`config.mk`:
```
export PLATFORM = sky130hd
export DESIGN_NAME = tff_mode_counter
export DESIGN_NICKNAME = d
export VERILOG_FILES = /design/src/rtl/tff_mode_counter.sv
export SDC_FILE = /design/constraint.sdc
export NUM_CORES = 1
export LEC_CHECK = 0
export ABC_AREA = 1
export BUFFER_PORTS_ARGS = -buffer_cell sky130_fd_sc_hd__buf_2
export CORE_MARGIN = 2
export CORE_UTILIZATION = 40
export DETAILED_ROUTE_END_ITERATION = 7
export GPL_ROUTABILITY_DRIVEN = 0
export GPL_TIMING_DRIVEN = 1
export SETUP_SLACK_MARGIN = 0.2
export SLEW_MARGIN = 25
export SYNTH_ARGS = -nofsm -noshare
export SYNTH_HDL_FRONTEND = slang
export SYNTH_SLANG_ARGS = --single-unit
```
`constraint.sdc`:
```
create_clock -name clk -period 2.8 [get_ports clk]
set_input_delay 0.14 -clock clk [delete_from_list [all_inputs] [get_ports clk]]
set_output_delay 0.14 -clock clk [all_outputs]
set_load 0.05 [all_outputs]
```
`src/rtl/tff_mode_counter.sv`:
```
// Multi-mode synchronous counter built on a bank of T flip-flops.
// Modes: binary up, binary down (both modulo MODULUS), Gray up, and Johnson.
module tff_mode_counter #(
    parameter int unsigned WIDTH   = 4,
    parameter int unsigned MODULUS = 2**WIDTH
) (
    input  logic             clk,
    input  logic             reset,
    input  logic             enable,
    input  logic             load,
    input  logic [WIDTH-1:0] load_value,
    input  logic [1:0]       mode,
    output logic [WIDTH-1:0] q,
    output logic             terminal_count,
    output logic             wrap,
    output logic [WIDTH-1:0] toggle
);

    localparam logic [1:0] MODE_UP      = 2'b00;
    localparam logic [1:0] MODE_DOWN    = 2'b01;
    localparam logic [1:0] MODE_GRAY    = 2'b10;
    localparam logic [1:0] MODE_JOHNSON = 2'b11;

    localparam logic [WIDTH-1:0] MOD_LAST = WIDTH'(MODULUS - 1);
    localparam logic [WIDTH-1:0] MSB_ONLY = {1'b1, {(WIDTH-1){1'b0}}};

    logic [WIDTH-1:0] next_q;
    logic [WIDTH-1:0] step_toggle;
    logic [WIDTH-2:0] ring_edges;
    logic             johnson_valid;

    function automatic logic [WIDTH-1:0] gray2bin(input logic [WIDTH-1:0] g);
        logic [WIDTH-1:0] b;
        b[WIDTH-1] = g[WIDTH-1];
        for (int i = int'(WIDTH) - 2; i >= 0; i--) begin
            b[i] = b[i+1] ^ g[i];
        end
        return b;
    endfunction

    function automatic logic [WIDTH-1:0] bin2gray(input logic [WIDTH-1:0] b);
        return b ^ (b >> 1);
    endfunction

    // A twisted-ring code has at most one boundary between adjacent bits.
    assign ring_edges    = q[WIDTH-1:1] ^ q[WIDTH-2:0];
    assign johnson_valid = $onehot0(ring_edges);

    always_comb begin
        next_q = q;
        case (mode)
            MODE_UP:      next_q = (q >= MOD_LAST) ? '0 : q + WIDTH'(1);
            MODE_DOWN:    next_q = (q == '0) ? MOD_LAST : q - WIDTH'(1);
            MODE_GRAY:    next_q = bin2gray(gray2bin(q) + WIDTH'(1));
            MODE_JOHNSON: next_q = johnson_valid ? {q[WIDTH-2:0], ~q[WIDTH-1]} : '0;
            default:      next_q = q;
        endcase
    end

    always_comb begin
        terminal_count = 1'b0;
        case (mode)
            MODE_UP:   terminal_count = (q == MOD_LAST);
            MODE_DOWN: terminal_count = (q == '0);
            default:   terminal_count = (q == MSB_ONLY);
        endcase
    end

    // T inputs: each bit toggles where the next state differs.
    assign step_toggle = q ^ next_q;

    // Every mode's terminal state steps to its start state, so wrap is just
    // "terminal on an enabled count step".
    always_ff @(posedge clk) begin
        if (reset) begin
            q      <= '0;
            wrap   <= 1'b0;
            toggle <= '0;
        end else if (load) begin
            q      <= load_value;
            wrap   <= 1'b0;
            toggle <= q ^ load_value;
        end else if (enable) begin
            q      <= q ^ step_toggle;
            wrap   <= terminal_count;
            toggle <= step_toggle;
        end else begin
            wrap   <= 1'b0;
            toggle <= '0;
        end
    end

endmodule

```
==> impl_metrics.py <==
metrics = {
    "cells_and_area": {
        "post_route_cells_drive_above_1_share": 0.3413,
        "layout_common_cells": "sky130_fd_sc_hd__nand2_1 (32), sky130_fd_sc_hd__buf_2 (19), sky130_fd_sc_hd__inv_1 (13)",
        "fillerInstances": 262,
        "layout.cells.non_filler": 197,
        "fin_nets": 188,
        "antenna-diode-count": 0,
        "final_area_um2": 1180,
        "syn2layout_area_growth_pct": 15.28,
        "layout.cells.most_common": "sky130_fd_sc_hd__nand2_1",
    },
    "critical_path": {
        "worst_path_most_repeated_cell": "sky130_fd_sc_hd__nand2_1",
        "timing.critical_path.to_type": "flop",
        "worst-path-buf-inv": 2,
        "crit_path_max_fanout": 8,
        "crit-reg2reg-capture": "toggle[0]",
        "critical-path-top-delay-family": "adder cells",
        "path_cells": "inv_2 > ha_1 > ha_1 > nand2_1 > nand2_2 > clkinv_2 > a22oi_1 > nand2_1 > nand2_1 > nand3_1 > a21oi_1",
        "crit_required_ns": 3.01,
        "path_class": "reg2reg",
        "crit_path_start_kind": "flop",
        "reg2regPathDepth": 11,
        "r2r_setup_slack_ns": 0.64,
        "cpMaxStageDelayCell": "sky130_fd_sc_hd__dfxtp_1",
        "cp.arrival_ns": 2.36,
        "reg2reg_from": "q[1]",
        "slowest_delay_ns": 0.50,
    },
    "synth": {
        "post_synthesis_async_set_or_reset_flop_share": 0,
        "synth.yosys.seq_area_share": 0.1760,
        "dominant_cell_type_by_area_after_synthesis": "sky130_fd_sc_hd__dfxtp_1",
        "synth.avg_cell_area_um2": 7.058,
        "synth_flop_cell": "sky130_fd_sc_hd__dfxtp_1",
        "post_synth_top_area_share": 0.1760,
        "post_synthesis_share_of_cell_area_spent_on_xor_and_xnor_gates": 0.04279,
        "yosysWarnings": 0,
        "synthDistinctLibCells": 30,
        "synthSimpleGateAreaFrac": 0.3778,
        "synth_cells": 145,
        "yosys-mux-area-fraction": 0,
        "synth_adder_area_share": 0.1222,
        "synth_top_family_by_area": "simple AND/OR/NAND/NOR gates",
        "synth_edf_count": 0,
        "area_of_the_mapped_netlist_um2": 1023,
        "synth_compound_area_frac": 0.1809,
        "synth_nets": 165,
        "post_synth_main_area_contributors": "sky130_fd_sc_hd__dfxtp_1 (18%), sky130_fd_sc_hd__ha_1 (12%), sky130_fd_sc_hd__nand2_1 (12%)",
        "synth-seq-cells": 9,
    },
    "clocking": {
        "cts_max_path_buffers": 2,
        "h-tree-depth": 1,
        "post_cts.repair.setup_buffers": 0,
        "number_of_clock_sinks": 9,
        "postCtsResizedCells": 0,
        "cts_inserted_buffers": 3,
        "tritoncts": "yes",
        "clock-root-buffer": "sky130_fd_sc_hd__clkbuf_4",
        "clock_network_latency_to_the_later_pin_of_the_worst_skew_pair_ns": 0.27,
        "clk_transition_reported_paths_ns": 0.07,
        "hold_bufs_at_cts": 0,
    },
    "floorplan": {
        "die-width_um": 54.59,
        "die_y_um": 54.59,
        "die_area_um2": 2980,
        "fp.coreArea_um2": 2455,
        "rows": 18,
        "initial_utilization": 0.4169,
        "io_pins": 20,
    },
    "sta": {
        "whs_ns": 0.1579,
        "rsz0062_at_grt": "no",
        "finalSetupViolations": 0,
        "maxSlewViolCount": 0,
        "final.period_utilization": 0.7703,
        "timing.final.ws_setup_ns": 0.6433,
        "clock_skew_ns": 0.002269,
        "setup_total_negative_slack_ns": 0,
        "timing.final.crit_period_ns": 2.157,
        "hold_violations_final": 0,
        "max_slew_margin": 0.7825,
        "tightestPinTransition_ns": 0.3250,
        "clock.fmax_mhz": 463.7,
    },
    "routing": {
        "drt_pass1_iterations": 4,
        "route.vias.total": 1037,
        "drtAntennaViolNets": 0,
        "avgViaCountPerCell": 5.264,
        "drt-total-wl_mm": 2.426,
        "drt_iter0_drc": 18,
        "routed_wire_length_per_instance_um": 12.31,
        "drc": 0,
    },
    "placed_design": {
        "dpl.hpwl_mm": 2.013,
        "io_buf_count": 19,
        "detailed_place.area_um2": 1154,
        "dp.cells": 193,
        "placement.setup.worst_slack_ns": 0.6600,
    },
    "hold_path": {
        "worst_hold_path.num_cells": 2,
        "hold_path_class": "in2reg",
        "hold_path_startpoint": "reset",
        "min_delay_worst_endpoint": "toggle[1]",
    },
    "grt": {
        "antenna_found_initial": 0,
        "gr-max-usage-layer": "met2",
        "met3_usage": 0.04918,
        "maximum_number_of_pins_on_one_net_before_global_route_repair": 13,
        "number_of_global_route_vias_before_repair": 954,
        "first_pass_grt_wire_length_mm": 4.236,
        "grt_overflow": 0,
        "met1_usage": 0.2590,
        "gr-usage-all-layers": 0.1963,
        "globalRouteMet2Util": 0.3135,
    },
    "job": {
        "cap_viol_max_count": 0,
    },
    "power_and_ir_drop": {
        "p_leak_nw": 0.6196,
        "irDropWorstVdd_v": 0.0002837,
        "p_per_area_nw_per_um2": 412.0,
    },
    "outcome": {
        "outcome": "finished, final reports clean",
    },
}
routing by layer:
metal	part of all wire	vias up
li1	-	530
met5	0	-
met1	0.45	481
met3	0.046	4
met2	0.48	22
met4	0.017	0
cells by family (layout without fill, tap and decap cells):
logic type / after synthesis / after routing
AOI/OAI and AO/OA: 26 / 26
xor gates and xnor gates: 5 / 5
adders and majority gates: 10 / 10
buffers and inverters: 24 / 46
DFF: 9 / 9
and+or+nand+nor: 71 / 71
final cells by class:
cell class | instances | area (µm²) | share of cell area
clock buffers | 4 | 26.28 | 0.02227
flip-flops and latches | 9 | 181.4 | 0.1538
repair buffers | 22 | 117.6 | 0.09968
multi-input cells | 112 | 740.7 | 0.6278
inverters | 20 | 76.32 | 0.06469
well taps | 30 | 37.54 | 0.03181
worst max-delay path by stage:
stage | startpoint | endpoint | depth (start not counted)
6_report | q[1] | toggle[0] | 11
5_1_grt | q[1] | toggle[0] | 11
4_1_cts | q[1] | toggle[0] | 11
3_5_place_dp | q[1] | toggle[0] | 11
3_3_place_gp | q[1] | q[0] | 10
2_1_floorplan | q[3] | toggle[2] | 15
sequential cells by signal, summed over array words and instances (netlist names):
register,count
q,4
toggle,4
wrap,1
stage by stage:
| stage | power [mW] | util |
|---|---|---|
| final | 0.4861 | 0.4806 |
| after global routing | 0.5272 | 0.4806 |
| after CTS | 0.4896 | 0.4806 |
| after detailed placement | 0.3812 | 0.4699 |
| after global placement | 0.3782 | 0.4699 |
| after floorplan | 0.3319 | - |
worst reg2reg max path: stages, from the launching register on:
cell                       delay [ns]
sky130_fd_sc_hd__dfxtp_1         0.50
sky130_fd_sc_hd__inv_2           0.13
sky130_fd_sc_hd__ha_1            0.35
sky130_fd_sc_hd__ha_1            0.30
sky130_fd_sc_hd__nand2_1         0.06
sky130_fd_sc_hd__nand2_2         0.09
sky130_fd_sc_hd__clkinv_2        0.08
sky130_fd_sc_hd__a22oi_1         0.21
sky130_fd_sc_hd__nand2_1         0.11
sky130_fd_sc_hd__nand2_1         0.07
sky130_fd_sc_hd__nand3_1         0.08
sky130_fd_sc_hd__a21oi_1         0.12
Yosys cell counts (2+ instances only):
library cell	count
sky130_fd_sc_hd__nand3_2	5
sky130_fd_sc_hd__xor2_1	5
sky130_fd_sc_hd__nand4_1	5
sky130_fd_sc_hd__a22oi_1	6
sky130_fd_sc_hd__nand2_2	5
sky130_fd_sc_hd__inv_2	6
sky130_fd_sc_hd__nor2_1	4
sky130_fd_sc_hd__a21oi_1	6
sky130_fd_sc_hd__nand2_1	32
sky130_fd_sc_hd__dfxtp_1	9
sky130_fd_sc_hd__nand3_1	12
sky130_fd_sc_hd__o21ai_2	3
sky130_fd_sc_hd__a21oi_2	2
sky130_fd_sc_hd__o21ai_0	5
sky130_fd_sc_hd__inv_1	13
sky130_fd_sc_hd__ha_1	10
sky130_fd_sc_hd__nor2_2	3
sky130_fd_sc_hd__nand2_4	2
report_power, final:
part / internal [mW] / switching, mW
Sequential: 0.138 / 0.00555
Clock: 0.0552 / 0.0532
Combinational: 0.0775 / 0.157
Note: power is estimated with default switching activity, not from simulation.
